`src/rtl/random_arrow_gen.sv`:
```
// Pseudo-random arrow picker for the step sequencer: XNOR Fibonacci LFSR plus
// rejection sampling into [0, NUM_ARROWS-1], with valid/ready on both sides.
module random_arrow_gen #(
  parameter int              WIDTH      = 6,
  parameter logic [WIDTH-1:0] TAP_MASK  = 6'b110000,
  parameter logic [WIDTH-1:0] RESET_SEED = 6'b000001,
  parameter int              NUM_ARROWS = 5,
  parameter int              MAX_TRIES  = 8,
  parameter bit              NO_REPEAT  = 1'b0,
  parameter bit              FREE_RUN   = 1'b1,
  localparam int             K          = (NUM_ARROWS > 1) ? $clog2(NUM_ARROWS) : 1
) (
  input  logic                  clk,
  input  logic                  rst_n,
  input  logic                  seed_load,
  input  logic [WIDTH-1:0]      seed,
  input  logic                  req_valid,
  output logic                  req_ready,
  output logic                  arrow_valid,
  input  logic                  arrow_ready,
  output logic [K-1:0]          arrow_idx,
  output logic [NUM_ARROWS-1:0] arrow_onehot,
  output logic                  arrow_fallback,
  output logic [WIDTH-1:0]      rng_state
);

  localparam int TRY_W = (MAX_TRIES > 1) ? $clog2(MAX_TRIES) : 1;
  localparam logic [TRY_W-1:0] LAST_TRY = TRY_W'(MAX_TRIES - 1);
  localparam logic [K:0]       NUM_K1   = (K+1)'(NUM_ARROWS);

  localparam logic [1:0] IDLE = 2'd0;
  localparam logic [1:0] GEN  = 2'd1;
  localparam logic [1:0] OUT  = 2'd2;

  logic [1:0]       state;
  logic [WIDTH-1:0] lfsr;
  logic [WIDTH-1:0] lfsr_nxt;
  logic [TRY_W-1:0] tries;
  logic [K-1:0]     last;
  logic             have_last;
  logic [K-1:0]     cand;
  logic             cand_ok;
  logic [K:0]       last_inc;
  logic [K-1:0]     fallback_idx;
  logic [WIDTH-1:0] seed_safe;

  function automatic logic [WIDTH-1:0] lfsr_step(input logic [WIDTH-1:0] s);
    logic fb;
    fb = ~^(s & TAP_MASK);
    return {s[WIDTH-2:0], fb};
  endfunction

  function automatic logic [NUM_ARROWS-1:0] onehot_of(input logic [K-1:0] idx);
    return NUM_ARROWS'(1) << idx;
  endfunction

  assign lfsr_nxt = lfsr_step(lfsr);
  assign cand     = lfsr_nxt[K-1:0];
  assign cand_ok  = ({1'b0, cand} < NUM_K1) && (!NO_REPEAT || !have_last || (cand != last));

  // Fallback walks to the neighbour of the last arrow so NO_REPEAT still holds.
  assign last_inc     = {1'b0, last} + (K+1)'(1);
  assign fallback_idx = !have_last ? '0 : ((last_inc == NUM_K1) ? '0 : last_inc[K-1:0]);

  // All-ones is the XNOR lockup state; knock bit0 down so it can never be loaded.
  assign seed_safe = (seed == '1) ? {seed[WIDTH-1:1], 1'b0} : seed;

  assign req_ready = (state == IDLE);
  assign rng_state = lfsr;

  always_ff @(posedge clk or negedge rst_n) begin
    if (!rst_n) begin
      state          <= IDLE;
      lfsr           <= RESET_SEED;
      tries          <= '0;
      last           <= '0;
      have_last      <= 1'b0;
      arrow_valid    <= 1'b0;
      arrow_idx      <= '0;
      arrow_onehot   <= '0;
      arrow_fallback <= 1'b0;
    end else if (seed_load) begin
      lfsr         <= seed_safe;
      state        <= IDLE;
      arrow_valid  <= 1'b0;
      arrow_onehot <= '0;
      have_last    <= 1'b0;
      tries        <= '0;
    end else begin
      case (state)
        IDLE: begin
          if (FREE_RUN) lfsr <= lfsr_nxt;
          if (req_valid) begin
            state <= GEN;
            tries <= '0;
          end
        end
        GEN: begin
          lfsr <= lfsr_nxt;
          if (cand_ok) begin
            arrow_idx      <= cand;
            arrow_onehot   <= onehot_of(cand);
            arrow_fallback <= 1'b0;
            arrow_valid    <= 1'b1;
            state          <= OUT;
          end else if (tries == LAST_TRY) begin
            arrow_idx      <= fallback_idx;
            arrow_onehot   <= onehot_of(fallback_idx);
            arrow_fallback <= 1'b1;
            arrow_valid    <= 1'b1;
            state          <= OUT;
          end else begin
            tries <= tries + TRY_W'(1);
          end
        end
        OUT: begin
          if (arrow_ready) begin
            last         <= arrow_idx;
            have_last    <= 1'b1;
            arrow_valid  <= 1'b0;
            arrow_onehot <= '0;
            state        <= IDLE;
          end
        end
        default: begin
          state       <= IDLE;
          arrow_valid <= 1'b0;
        end
      endcase
    end
  end

endmodule

```
`config.mk`:
```
export PLATFORM = sky130hd
export DESIGN_NAME = random_arrow_gen
export DESIGN_NICKNAME = d
export VERILOG_FILES = /design/src/rtl/random_arrow_gen.sv
export SDC_FILE = /design/constraint.sdc
export NUM_CORES = 1
export LEC_CHECK = 0
export CAP_MARGIN = 20
export CORE_MARGIN = 2
export CORE_UTILIZATION = 53
export DETAILED_ROUTE_END_ITERATION = 6
export GPL_TIMING_DRIVEN = 0
export PLACE_DENSITY = 0.83
export SYNTH_ARGS = -nofsm -noshare
export SYNTH_HDL_FRONTEND = slang
export SYNTH_SLANG_ARGS = --single-unit
```
`constraint.sdc`:
```
create_clock -name clk -period 4.5 [get_ports clk]
set_input_delay 0.9 -clock clk [delete_from_list [all_inputs] [get_ports clk]]
set_output_delay 0.9 -clock clk [all_outputs]
set_load 0.005 [all_outputs]
```
# Word level (Yosys, flattened, before mapping)
# Cells that the tools add are included.
# W data, S select, Z words.
# totals
ram_bits	0
wordCells	74
romBits	0
inputBits	11
n_memories	0
output_inout_bits	17
regBits	25
latch_bits	0
# classes
shift	2
n_eq_ne	11
muxes	32
reduce_logical	16
n_bitwise	1
n_addsub	2
n_div	0
order_cmp	1
mul	0
# op_table
operator	count
$mux W3	8
$mux W5	4
$reduce_and A3 Y1	5
$mux W6	2
$ne A3 B3 Y1 const B	4
$mux W2	5
$pmux W5 S2	1
$shl A1 B3 Y5 const A	2
$mux W1	9
$reduce_bool A2 Y1	4
$eq A6 B6 Y1 const B	1
$pmux W2 S3	1
$pmux W3 S2	1
$reduce_bool A3 Y1	2
$reduce_xnor A6 Y1	1
$add A3 B1 Y4 const B	1
$eq A4 B3 Y1 const B	1
$ne A4 B4 Y1 const B	1
$reduce_and A4 Y1	1
$add A3 B1 Y3 const B	1
$eq A3 B3 Y1 const B	1
$lt A3 B3 Y1 const B	1
$pmux W1 S3	1
$eq A2 B1 Y1 const B	1
6 further kinds	6

# Depth between registers and ports, before layout
# depth
word_depth	9
depth_mapped	7
mapped_depth_nobuf	6

# Least setup slack after synthesis
# OpenSTA, ideal clock, no wires.
# synth_timing
kind	reg-to-reg
from	register last[0]
to	register arrow_onehot[1]
n_path_buf	0
path_slack_ps	2755
period_less_slack_ps	1745
t_arrival_ps	1634
path_stages_with_launch	7
setup_time_ps	110
path_cell_list	dfrtp_1 -> inv_1 -> ha_1 -> and2_1 -> a222oi_1 -> inv_2 -> o41ai_1
# synth_via
elab_chain_cells	9
# synth_rtl
element	line_no	text
start: declaration	39	logic [K-1:0] last;
start signal: assignment	118	last <= arrow_idx;
$add A3 B1 Y4 (*)	62	assign last_inc = {1'b0, last} + (K+1)'(1);
$eq A4 B3 Y1	63	assign fallback_idx = !have_last ? '0 : ((last_inc == NUM_K1) ? '0 : last_inc[K-1:0]);
$mux W3 (*) (2 in series)	63	
$shl A1 B3 Y5 (*)	54	return NUM_ARROWS'(1) << idx;
$mux W5 (*)	106	end else if (tries == LAST_TRY) begin
$mux W5 (*)	100	if (cand_ok) begin
$pmux W5 S2 (*)	90	case (state)
$mux W5 (*)	82	end else if (seed_load) begin
end signal: assignment	102	arrow_onehot <= onehot_of(cand);
end signal: assignment	108	arrow_onehot <= onehot_of(fallback_idx);
end: declaration	22	output logic [NUM_ARROWS-1:0] arrow_onehot,
# Every way passes the cells marked *; elsewhere a longest branch is shown, timed or not. The select of a mux whose other input is x is not followed.
# A chain may end at the register's enable or synchronous reset.

# Worst setup path in the final report
# layout_timing
from	register state[1]
to	output port req_ready
# layout_via
elab_chain_cells	1
# layout_rtl
element	line_no	text
start: declaration	35	logic [1:0] state;
start signal: assignment	73	state <= IDLE;
start signal: assignment	84	state <= IDLE;
start signal: assignment	94	state <= GEN;
$logic_not A2 Y1	68	assign req_ready = (state == IDLE);
end: declaration	18	output logic req_ready,
# No other way between the ends.

==> summary.md <==
| Metric | Value |
|---|---|
| Total GRT Usage | `23.09%` |
| Cts hold-fix bufs | `0` |
| Post-synth top area cell | `dfrtp_1` |
| Synth cell types | `32` |
| Clock Pin Slew Worst Setup and Hold Paths | `roughly 140 ps` |
| Max Cap Violations | `0` |
| Slew Viols, Final | `0` |
| Area of the core | `roughly 0.0024 sq mm` |
| Num rows | `18` |
| Io pins | `28` |
| Area contributors post-synth | `dfrtp_1 46%, mux2_2 5.2%, ha_1 3.8%` |
| Initial antenna violation count | `0` |
| Share of cells above drive strength 1 | `9.938%` |
| Via density | `approximately 5.8` |
| Nets@finish | `around 180` |
| Largest net degree at the start of global routing | `26` |
| Post-CTS setup buffers | `0` |
| Drt wl/cell | `about 16 microns` |
| Placed Cells | `186` |
| Crit-path max FO | `10` |
| Synthesized net count | `144` |
| Worst hold path endpoint | `tries[1]` |
| Grt ovf | `0` |
| Fin cells | `~190` |
| GPL Wtd Cong | `~0.78` |
| Worst path required time | `~3600 ps` |
| TritonCTS Buffers | `3` |
| Max clock buf depth | `2` |
| Antenna Cells | `0` |
| CTS tree | `done` |
| Register area share after synthesis | `~48%` |
| Die area | `between 0.002 and 0.003 sq mm` |
| Type of the worst setup path | `reg -> out` |
| Vert. Die Dim | `53.72 microns` |
| Critical path data arrival time | `around 1800 ps` |
| Clk_lat worst skew | `between 300 and 400 ps` |
| CP endpoint kind | `output port` |
| DR pass1 iterations | `4` |
| Period minus WS final | `2659 ps` |
| Pwr Total | `0.6000 mW` |
| Setup TNS | `0 ps` |
| Clock Sinks | `25` |
| Syn Area/Cell | `about 10 sq um` |
| Area share of the largest cell type after synthesis | `between 40% and 50%` |
| Worst-Margin Slew | `a little under 700 ps` |
| Area of the multi-input gates | `~630 sq um` |
| Post-synth EDFFs | `0` |
| Commonest non-fill, non-tap cell in the layout | `clkdlybuf4s50_1` |
| HPWL after DPL | `between 2 and 2.5 mm` |
| CTS Root Cell | `clkbuf_4` |
| Fillers | `192` |
| Initial DRC Count | `19` |
| Reg2Reg Depth | `6` |
| Most frequent cells in the layout | `27 x clkdlybuf4s50_1, 24 x dfrtp_1, 11 x nor2_1, 11 x nand2_1` |
| Die width | `between 50 and 60 microns` |
| RR Startpoint | `last[0]` |
| CP startpoint kind | `register` |
| FFs w/ async S/R, synth | `between 90% and 100%` |
| Port bufs | `27` |
| Worst min path class | `reg -> reg` |
| Worst vdd ir | `0.3148 mV` |
| H-tree Lvls | `1` |
| Via count | `~1,100` |
| Pleak | `~0.7 nW` |
| Initial core utilization | `54.36%` |
| Register area | `about 630 sq um` |
| Reg2reg setup slack | `~2400 ps` |
| Tcrit/Tclk final | `a little under 60%` |
| Yosys reg bits | `25` |
| Yosys warns | `0` |
| DRC Markers | `0` |
| Post-CTS sizing | `0` |
| Hold Path Cell Cnt | `1` |
| Final hold violations | `0` |
| P per Cell Area | `roughly 360 mW/mm^2` |
| Rel. slew slack | `a little over half` |
| Layout Skew | `roughly 5.2 ps` |
| Unrepaired setup endpoints after global routing | `no` |
| Area Overhead vs Synth | `26.74%` |
| Syn Std Cell Area | `between 0.001 and 0.0015 sq mm` |
| Routed Antenna Nets | `0` |
| First-pass GRT wire length | `approximately 4.7 mm` |
| Hold path start | `tries[1]` |
| Cell count after synthesis | `roughly 130` |
| FF-to-FF End | `arrow_onehot[1]` |
| Status | `completed` |
| Fmax | `around 380 MHz` |
| Post-synth top flop | `dfrtp_1` |
| Vias in the first global route | `roughly 1,100` |
| Setup violators final | `0` |
| Final wirelength | `approximately 3.0 mm` |
==> power by group <==
group / internal [mW] / total (mW) / leakage (nW) / switching [mW]
logic: 0.111 / 0.200 / 0.371 / 0.0898
clock network: 0.0336 / 0.108 / 0.0177 / 0.0747
registers: 0.260 / 0.291 / 0.329 / 0.0316
total: 0.404 / 0.600 / 0.717 / 0.196
==> worst max path at each step <==
| stage | from | to |
|---|---|---|
| after detailed placement | seed_load | rng_state[4] |
| after CTS | state[1] | req_ready |
| final | state[1] | req_ready |
| after global routing | state[1] | req_ready |
| after floorplan | last[0] | arrow_onehot[1] |
| after global placement | seed_load | rng_state[3] |
==> kinds of logic after synthesis <==
logic type	synth area share [%]
buffers and inverters	4.393
xor gates and xnor gates	1.337
and+or+nand+nor	12.13
muxes	8.978
adders and majority gates	3.821
DFF	47.85
AOI/OAI and AO/OA	21.49
==> layout make-up <==
cell class              instances  area share, %
repair buffers                 28          17.18
well taps                      30          2.261
clock inverters                 1         0.3014
flip-flops and latches         25          37.75
plain buffers                   5          1.658
clock buffers                   3          1.356
multi-input cells              91          37.68
inverters                       8          1.809
==> state kept, by name, summed over array words and instances, names as in the netlist <==
name and cells:
tries 3, arrow_valid 1, state 2, have_last 1
arrow_onehot 5, arrow_idx 3, last 3, arrow_fallback 1
rng_state 6
==> Yosys cell counts (2+ instances only) <==
| cell | number |
|---|---|
| inv_1 | 7 |
| o41ai_1 | 4 |
| nand2_1 | 11 |
| a32o_1 | 3 |
| clkbuf_1 | 2 |
| a2bb2oi_1 | 2 |
| nand2b_1 | 6 |
| nand3_1 | 3 |
| mux2i_1 | 5 |
| a211oi_1 | 3 |
| nor2_1 | 11 |
| o21a_1 | 2 |
| o21ai_0 | 7 |
| a21boi_0 | 2 |
| a21oi_1 | 6 |
| nor2b_1 | 2 |
| dfrtp_1 | 24 |
| o211ai_1 | 6 |
| ha_1 | 4 |
| mux2_2 | 6 |
| xor2_1 | 2 |
==> metal layers <==
metal | track usage [%] | part of all wire [%]
met5 | 0 | 0
met4 | 12.39 | 2.6
met3 | 5.278 | 5.2
met2 | 39.43 | 50
met1 | 26.67 | 42
==> stage by stage <==
stage	hold slack, ps	setup slack [ps]	instance area [sq um]	utilization, %
6_report	522.6	1841	1660	68.90
5_1_grt	542.5	1741	1660	68.90
4_1_cts	524.0	1852	1645	68.28
3_5_place_dp	490.5	2006	1618	67.13
3_3_place_gp	480.9	2074	1618	67.13
2_1_floorplan	469.8	2755	1310	-
==> worst max-delay path, stage by stage, from the launching register on <==
cell and delay, ps:
dfrtp_1 400, buf_1 430, nor2_1 100, clkdlybuf4s50_1 480
No activity file was read; power rests on OpenSTA's default activity.
==> patch (config.mk and constraints unchanged) <==
The parameter `FREE_RUN` goes from 1'b1 to 1'b0.
--- a/src/rtl/random_arrow_gen.sv
+++ b/src/rtl/random_arrow_gen.sv
@@ -9,3 +9,3 @@
   parameter bit              NO_REPEAT  = 1'b0,
-  parameter bit              FREE_RUN   = 1'b1,
+  parameter bit              FREE_RUN   = 1'b0,
   localparam int             K          = (NUM_ARROWS > 1) ? $clog2(NUM_ARROWS) : 1
Check against the original RTL: not equivalent (a bounded check fails within 4 cycles, from zero or initial values and one cycle with rst_n low).
==> patch against the unedited design <==
- worst setup slack improved by 290 ps
- sequential cell count unchanged
- core utilization up 0.88 points
- area after synthesis is 3.8% higher
- synthesized cell count unchanged
- via count grew 0.99%
- final area increased by 3.2%
- power down 3.2%
- global-route usage is 1.2 points lower
- wire length decreased by 0.34%
- clock skew increased by 2.8 ps
- largest cell class is now multi-input gates
==> patch: results (changes against the unedited design) <==
INFO  metric worstSkewPairLatency = 320 ps (was 340 ps)
INFO  metric wire_length_on_met1 = 1320 µm (was 1260 µm)
INFO  metric critical-path-max-stage-delay = 520 ps (was 480 ps)
INFO  metric arrival_time_reported_for_the_critical_path_endpoint = 1470 ps (was 1760 ps)
INFO  metric r2r_start = tries[0] (was last[0])
INFO  metric wl_per_cell = 15.6 µm (about the same)
INFO  metric outcome = finished, final reports clean (unchanged)
INFO  metric dpl-instance-area = 0.00166 mm² (was 0.00162 mm²)
INFO  metric fin_skew = 7.98 ps (was 5.16 ps)
INFO  metric yosysSeqAreaShare = 0.461 (was 0.479)
INFO  metric numPortBuffers = 26 (was 27)
INFO  metric worst_slew_margin_relative_to_its_limit = 0.696 (was 0.541)
INFO  metric dr_total_vias = 1119 (was 1108)
INFO  metric grt_util_all_layers = 0.219 (was 0.231)
INFO  metric routabilityCongestion = 0.783 (was 0.781)
INFO  metric critPathMaxFanout = 7 (was 10)
INFO  metric netlist_top_cells_area = sky130_fd_sc_hd__dfrtp_1, sky130_fd_sc_hd__a21oi_1, sky130_fd_sc_hd__a32o_1, sky130_fd_sc_hd__ha_1, sky130_fd_sc_hd__mux2i_1 (was sky130_fd_sc_hd__dfrtp_1, sky130_fd_sc_hd__mux2_2, sky130_fd_sc_hd__ha_1, sky130_fd_sc_hd__mux2i_1, sky130_fd_sc_hd__o211ai_1)
INFO  metric reg2reg_depth = 6 (unchanged)
INFO  metric amount_of_wire_on_met2_after_detailed_routing = 1540 µm (was 1480 µm)
INFO  metric detailroute.wirelength.met3 = 70 µm (was 155 µm)
INFO  metric detail_route.iter0.violations = 16 (was 19)
INFO  metric worst_reg2reg_path_endpoint = tries[0] (was arrow_onehot[1])
INFO  metric rrSetupSlack = 2540 ps (was 2400 ps)
INFO  metric drive_above_1_share = 0.131 (was 0.0994)
INFO  metric static-leakage-power = 0.751 nW (was 0.717 nW)
INFO  metric first_global_vias = 1056 (was 1061)
INFO  metric crit_path_start = state[0] (was state[1])
INFO  metric dp_hpwl = 2270 µm (was 2240 µm)
INFO  metric detailedRoute.firstPassIterationCount = 4 (unchanged)
INFO  metric ir_worst_vdd = 305 µV (was 315 µV)
-- patch: per-layer routing --
| layer | vias up | track usage |
|---|---|---|
| met1 | 563 | 0.281 |
| met3 | 4 | 0.0301 |
| li1 | 533 | - |
| met4 | 0 | 0.0625 |
| met2 | 19 | 0.381 |
| met5 | - | 0 |
-- patch: through the flow --
| step | utilization | instances | worst slack [ps] | hold WS, ps |
|---|---|---|---|---|
| after floorplan | - | 129 | 2650 | 489 |
| after global placement | 0.675 | 185 | 2210 | 478 |
| after detailed placement | 0.675 | 185 | 2150 | 485 |
| after CTS | 0.688 | 189 | 2120 | 517 |
| after global routing | 0.698 | 190 | 2050 | 541 |
| final | 0.698 | 190 | 2130 | 518 |
-- patch: worst min path at each step --
stage,from,to,slack [ps],depth (start not counted)
finish,arrow_onehot[0],arrow_onehot[0],520,1
global route,arrow_onehot[3],arrow_onehot[3],540,1
CTS,arrow_onehot[2],arrow_onehot[2],520,1
detailed placement,arrow_onehot[2],arrow_onehot[2],480,1
global placement,arrow_onehot[3],arrow_onehot[3],480,1
floorplan,arrow_onehot[0],arrow_onehot[0],490,1
-- patch: cell type report --
cell class / count / area [µm²] / area share
multi-input cells: 91 / 678 / 0.396
well taps: 30 / 37.5 / 0.0219
flip-flops and latches: 25 / 627 / 0.366
clock buffers: 3 / 22.5 / 0.0131
plain buffers: 7 / 32.5 / 0.0190
repair buffers: 27 / 285 / 0.167
clock inverters: 1 / 7.51 / 0.00438
inverters: 6 / 22.5 / 0.0131
-- patch: where the power goes --
part,switching (mW),internal [mW],leakage (nW)
logic,0.0907,0.103,0.407
registers,0.0282,0.255,0.330
clock network,0.0702,0.0340,0.0139
-- patch: logic make-up after synthesis --
family / share of synthesized area
DFF: 0.461
buffers and inverters: 0.0405
and+or+nand+nor: 0.137
AOI/OAI and AO/OA: 0.236
adders and majority gates: 0.0368
muxes: 0.0699
xor gates and xnor gates: 0.0184
